### src/rtl/gumnut_pkg.sv
// Shared types and sizes for the gumnut program-counter sequencer.
package gumnut_pkg;

  localparam int unsigned PC_W        = 12;
  localparam int unsigned DISP_W      = 8;
  localparam int unsigned STACK_DEPTH = 8;
  localparam int unsigned DEPTH_W     = $clog2(STACK_DEPTH + 1);

  typedef logic [PC_W-1:0] pc_t;

  typedef enum logic {
    RUN      = 1'b0,
    RET_WAIT = 1'b1
  } seq_state_e;

  // Source selection for the next program counter value
  typedef enum logic [2:0] {
    SEL_HOLD   = 3'd0,
    SEL_INC    = 3'd1,
    SEL_TARGET = 3'd2,
    SEL_BRANCH = 3'd3,
    SEL_STACK  = 3'd4,
    SEL_SAVED  = 3'd5,
    SEL_INT    = 3'd6
  } pc_sel_e;

endpackage

### src/rtl/pc_next_calc.sv
// Combinational next-PC multiplexer with the signed relative-branch adder.
module pc_next_calc
  import gumnut_pkg::*;
#(
  parameter logic [11:0] INT_VEC = 12'h001
) (
  input  pc_sel_e     sel,
  input  logic [11:0] pc,
  input  logic [11:0] target,
  input  logic [7:0]  disp,
  input  logic [11:0] stack_pc,
  input  logic [11:0] saved_pc,
  output logic [11:0] pc_next
);

  logic [11:0] disp_ext;

  // Two's complement displacement widened to PC width; sum wraps mod 4096
  assign disp_ext = {{(PC_W - DISP_W){disp[DISP_W-1]}}, disp};

  always_comb begin
    pc_next = pc;
    case (sel)
      SEL_INC:    pc_next = pc + 12'd1;
      SEL_TARGET: pc_next = target;
      SEL_BRANCH: pc_next = pc + disp_ext;
      SEL_STACK:  pc_next = stack_pc;
      SEL_SAVED:  pc_next = saved_pc;
      SEL_INT:    pc_next = INT_VEC;
      default:    pc_next = pc;
    endcase
  end

endmodule

### src/rtl/pc_sequencer.sv
// Program counter sequencer: jumps, calls/returns, branches, interrupts.
// Interrupt support is compiled in only when PC_SEQ_INT_EN is defined.
module pc_sequencer
  import gumnut_pkg::*;
#(
  parameter logic [11:0] RESET_VEC = 12'h000,
  parameter logic [11:0] INT_VEC   = 12'h001
) (
  input  logic        clk,
  input  logic        rst,
  input  logic        cen,
  input  logic        jmp_i,
  input  logic        jsb_i,
  input  logic        ret_i,
  input  logic        br_taken_i,
  input  logic [11:0] target_i,
  input  logic [7:0]  disp_i,
  input  logic        reti_i,
  input  logic        ien_set_i,
  input  logic        ien_clr_i,
  input  logic        int_req_i,
  input  logic [11:0] stack_pc_i,
  output logic [11:0] pc_o,
  output logic        push_o,
  output logic        pop_o,
  output logic [11:0] push_pc_o,
  output logic        int_ack_o,
  output logic        int_en_o,
  output logic        stk_ovf_o,
  output logic        stk_unf_o
);

  seq_state_e         state;
  seq_state_e         state_next;
  pc_sel_e            sel;
  pc_t                pc_next;
  pc_t                saved_pc;
  logic [DEPTH_W-1:0] depth;
  logic               int_en_q;
  logic               int_ack_q;
  logic               int_take;
  logic               reti_take;
  logic               reti_req;
  logic               irq;

  assign push_pc_o = pc_o + 12'd1;
  assign int_en_o  = int_en_q;
  assign int_ack_o = int_ack_q;

`ifdef PC_SEQ_INT_EN
  assign reti_req = reti_i;
  assign irq      = int_en_q & int_req_i;

  // Interrupt enable, return address capture and acknowledge pulse
  always_ff @(posedge clk or posedge rst) begin
    if (rst) begin
      int_en_q  <= 1'b0;
      int_ack_q <= 1'b0;
      saved_pc  <= '0;
    end else begin
      int_ack_q <= int_take;
      if (cen) begin
        if (int_take) begin
          saved_pc <= push_pc_o;
          int_en_q <= 1'b0;
        end else if (ien_clr_i) begin
          int_en_q <= 1'b0;
        end else if (ien_set_i || reti_take) begin
          int_en_q <= 1'b1;
        end
      end
    end
  end
`else
  logic unused_int_inputs;

  assign reti_req          = 1'b0;
  assign irq               = 1'b0;
  assign int_en_q          = 1'b0;
  assign int_ack_q         = 1'b0;
  assign saved_pc          = '0;
  assign unused_int_inputs = &{1'b0, reti_i, ien_set_i, ien_clr_i, int_req_i};
`endif

  // State register
  always_ff @(posedge clk or posedge rst) begin
    if (rst) state <= RUN;
    else     state <= state_next;
  end

  // Next-state logic: RET_WAIT always lasts one enabled cycle
  always_comb begin
    state_next = state;
    if (cen) begin
      case (state)
        RUN:      if (ret_i) state_next = RET_WAIT;
        RET_WAIT: state_next = RUN;
        default:  state_next = RUN;
      endcase
    end
  end

  // Output logic: control priority and stack strobes
  always_comb begin
    sel       = SEL_HOLD;
    push_o    = 1'b0;
    pop_o     = 1'b0;
    int_take  = 1'b0;
    reti_take = 1'b0;
    if (cen) begin
      case (state)
        RUN: begin
          if (ret_i) begin
            pop_o = 1'b1;
            sel   = SEL_HOLD;
          end else if (reti_req) begin
            reti_take = 1'b1;
            sel       = SEL_SAVED;
          end else if (jsb_i) begin
            push_o = 1'b1;
            sel    = SEL_TARGET;
          end else if (jmp_i) begin
            sel = SEL_TARGET;
          end else if (br_taken_i) begin
            sel = SEL_BRANCH;
          end else if (irq) begin
            int_take = 1'b1;
            sel      = SEL_INT;
          end else begin
            sel = SEL_INC;
          end
        end
        RET_WAIT: sel = SEL_STACK;
        default:  sel = SEL_HOLD;
      endcase
    end
  end

  pc_next_calc #(
    .INT_VEC (INT_VEC)
  ) u_next (
    .sel      (sel),
    .pc       (pc_o),
    .target   (target_i),
    .disp     (disp_i),
    .stack_pc (stack_pc_i),
    .saved_pc (saved_pc),
    .pc_next  (pc_next)
  );

  always_ff @(posedge clk or posedge rst) begin
    if (rst)      pc_o <= RESET_VEC;
    else if (cen) pc_o <= pc_next;
  end

  // Return-stack depth tracking with sticky overflow/underflow
  always_ff @(posedge clk or posedge rst) begin
    if (rst) begin
      depth     <= '0;
      stk_ovf_o <= 1'b0;
      stk_unf_o <= 1'b0;
    end else if (push_o) begin
      if (depth == DEPTH_W'(STACK_DEPTH)) stk_ovf_o <= 1'b1;
      else                                depth     <= depth + DEPTH_W'(1);
    end else if (pop_o) begin
      if (depth == '0) stk_unf_o <= 1'b1;
      else             depth     <= depth - DEPTH_W'(1);
    end
  end

endmodule

### config.mk
export PLATFORM = sky130hd
export DESIGN_NAME = pc_sequencer
export DESIGN_NICKNAME = d
export VERILOG_FILES = /design/src/rtl/gumnut_pkg.sv /design/src/rtl/pc_next_calc.sv /design/src/rtl/pc_sequencer.sv
export SDC_FILE = /design/constraint.sdc
export NUM_CORES = 1
export LEC_CHECK = 0
export CORE_UTILIZATION = 45
export DETAILED_ROUTE_END_ITERATION = 8
export PLACE_DENSITY = 0.91
export SYNTH_ARGS = -nofsm -noshare
export SYNTH_HDL_FRONTEND = slang
export SYNTH_SLANG_ARGS = --single-unit
### constraint.sdc
create_clock -name clk -period 7 [get_ports clk]
set_clock_uncertainty 0.2 [all_clocks]
set_input_delay 0.7 -clock clk [delete_from_list [all_inputs] [get_ports clk]]
set_output_delay 0.7 -clock clk [all_outputs]
set_load 0.01 [all_outputs]
==> impl_metrics.toml <==
[run_status]
outcome = "finished, final reports clean"

[timing]
slew_headroom_pct = 32.5
tightest_slew_ns = 1.01
grt_setup_unrepaired = "false"
tns_ns = 0
min_period_ns = 3.38
hold_viol_final = 0
layout_worst_path_cycle_share_pct = 48.3
final_max_slew_viol_count = 0
setup_viols_final = 0
max_clock_freq_mhz = 296

[synth]
yosys.area_share.simple_pct = 25.2
multiplexer_share_of_the_synthesized_area_pct = 2.85
largest_family_of_logic_cells_by_synthesized_area = "simple AND/OR/NAND/NOR gates"
asyncSetResetFlopFracSynth_pct = 100
yosys.area_share.adder_pct = 11.1
synth_cells = 234
area_of_the_mapped_netlist_sq_um = 1930
synth_ff_type = "dfrtp_1"
post_synth_xor_area_fraction_pct = 8.62
synth_enable_flop_cells = 0
yosys_warnings = 0
synth.yosys.seq_area_share_pct = 24.6
yosys.cell_types.count = 53
synth_area_per_cell_sq_um = 8.25
synth_compound_area_share_pct = 23.3
synth.ff_latch_count = 19

[routing]
routed_length_per_instance_microns = 16.5
vias = 2107
wl_microns = 5700
drt.antenna.violating_nets = 0
viasPerCell = 6.11
post-route-drc-count = 0
drt_first_iter_violations = 194
drt_first_pass_iters = 5

[global_route]
grt_max_degree = 20
global_route.overflow_total = 0
number_of_global_route_vias_before_repair = 1983
grt_first_pass_wirelength_microns = 9090
grt.total_usage_pct = 26.6
antenna_found_initial = 0

[pwr]
power.net_switching_uw = 288
seq_power_share_pct = 30.4
power.share.switching_pct = 41.8
static_leakage_nw = 1.08
ir_drop_mv = 0.133
power_density_nw_per_um2 = 259
combPwrFrac_pct = 57.7
internal_power_uw = 400
p_clk_share_pct = 11.9
p_total_uw = 688

[clock_network]
tritoncts = "yes"
cts-root-buf = "clkbuf_8"
numCtsBuffers = 3
clk-insertion-delay-late_ns = 0.26
tritoncts_num_sinks = 19
clk_pin_slew_worst_paths_ns = 0.08
cts_resized = 0
holdBufCountCts = 0
cts.htree.levels = 1
cts.path.max_buffers = 2
cts_setup_buffers = 0

[place]
post-place-cells = 341
port_buffers = 66
dp_hpwl_microns = 4260
gpl.final_weighted_congestion = 0.910

[cells_and_area]
final.fill_count = 346
instances_no_fill = 345
antenna_cells = 0
nets = 355
areaGrowthSynthToFinish_pct = 37.5
layout-drive-gt1-share_pct = 3.73
fin_util_pct = 65.4
mostFrequentLayoutCell = "clkdlybuf4s50_1"
register_area_sq_um = 475
layout.cells.most_common_list = "66 x clkdlybuf4s50_1, 23 x nand2_1, 19 x dfrtp_1"
multi_input_comb_area_sq_um = 1380

[worst_setup_path]
cpMaxStageDelayCell = "clkdlybuf4s50_1"
reg2regPathDepth = 7
rr_endpoint = "pc_o[10]"
r2r_start = "pc_o[0]"
worst-endpoint-arrival_ns = 2.48
timing.critical_path.buf_inv = 3
timing_worst_setup_path_type = "in -> out"
worst_path_largest_cell_delay_ns = 0.58
worstPathMaxFanout = 6
critPathMostFrequentCell = "clkdlybuf4s50_1"
path_cells = "clkdlybuf4s50_1 -> nor3b_2 -> nand2_1 -> inv_2 -> clkdlybuf4s50_1"
worst_setup_startpoint = "cen"
setup.worst_path.start_class = "input port"
worst_setup_path_end_kind = "output port"
timing.reg2reg.setup_slack_ns = 4.37
worstPathRequired_ns = 6.10
critPathTopFamily = "buffers and inverters"

[floorplan]
die_height_microns = 67.5
design.die.area_sq_um = 4560
pin_count = 73
start_util_pct = 47.6
fp-row-count = 23
die_w_microns = 67.5
coreArea_sq_um = 4060

[hold_path]
whs_path_depth = 1
whs_endpoint = "stk_unf_o"
holdCritPathClass = "reg -> reg"
hp-start = "stk_unf_o"

[job]
max-cap-violations = 0
-- flip-flops by register name, indices dropped and copies added (netlist names) --
signal and flops:
stk_unf_o 1, pc_o 12, state 1, stk_ovf_o 1
depth 4
-- cell families (layout without fill, tap and decap cells) --
group | Yosys count | after routing
and+or+nand+nor | 90 | 90
AOI/OAI and AO/OA | 67 | 67
xor gates and xnor gates | 19 | 19
DFF | 19 | 19
buffers and inverters | 18 | 78
adders and majority gates | 16 | 16
muxes | 4 | 4
other | 1 | 2
-- per-stage QoR --
stage | area, sq um | hold WS, ns | worst slack, ns
after floorplan | 1930 | 0.293 | 4.45
after global routing | 2660 | 0.284 | 3.47
after CTS | 2660 | 0.269 | 3.61
after detailed placement | 2610 | 0.246 | 3.62
final | 2660 | 0.268 | 3.62
after global placement | 2610 | 0.246 | 3.66
-- layout make-up --
cell class	count	share of cell area, %
Clock buffer	4	1.70
Tap cell	50	2.36
Inverter	8	1.13
Timing Repair Buffer	66	24.9
Multi-Input combinational cell	198	52.0
Sequential cell	19	17.9
-- worst max path at each step --
stage | cells past startpoint | end | slack [ns]
CTS | 5 | push_o | 3.61
detailed placement | 5 | push_o | 3.62
global route | 5 | push_o | 3.47
floorplan | 7 | pc_o[8] | 4.45
finish | 5 | push_o | 3.62
global placement | 5 | push_o | 3.66
-- cells in the mapped netlist, types with 2 or more instances --
cell type / count / area share [%]
a21o_1: 5 / 1.9
a21oi_1: 12 / 3.1
fa_1: 2 / 2.1
o21ai_0: 9 / 2.3
nand3_1: 7 / 1.8
nor2b_1: 3 / 0.97
a211oi_1: 3 / 1.2
and4_1: 4 / 1.8
xor2_1: 10 / 4.5
and2_1: 4 / 1.3
a31oi_1: 5 / 1.6
or3_1: 2 / 0.65
and3_1: 5 / 1.6
clkbuf_1: 6 / 1.2
dfrtp_1: 19 / 25
mux2_1: 2 / 1.2
nor4_2: 2 / 1.3
nor2_1: 17 / 3.3
o221ai_1: 2 / 0.91
xnor2_1: 9 / 4.1
buf_4: 2 / 0.78
nor4_1: 2 / 0.65
o21ai_1: 8 / 2.1
buf_2: 2 / 0.52
nand2_1: 23 / 4.5
nand2b_1: 3 / 0.97
nand4_1: 4 / 1.3
inv_1: 7 / 1.4
a221oi_1: 9 / 4.1
nor3_1: 8 / 2.1
o22ai_1: 2 / 0.65
a22oi_1: 2 / 0.78
ha_1: 14 / 9.1
-- power groups by stage --
stage / registers (mW) / clock network, mW / logic (mW)
floorplan: 0.201 / 0 / 0.235
global placement: 0.208 / 0 / 0.380
detailed placement: 0.209 / 0 / 0.391
CTS: 0.208 / 0.0835 / 0.393
global route: 0.216 / 0.0870 / 0.436
finish: 0.209 / 0.0821 / 0.397
-- per-layer routing --
layer	global-route usage [%]	vias up	wire, microns
met5	0	-	0
met4	9.04	0	67
met3	3.21	9	381
met2	44.3	101	2710
met1	35.0	990	2540
li1	-	1007	-
No activity file was read; power rests on OpenSTA's default activity.
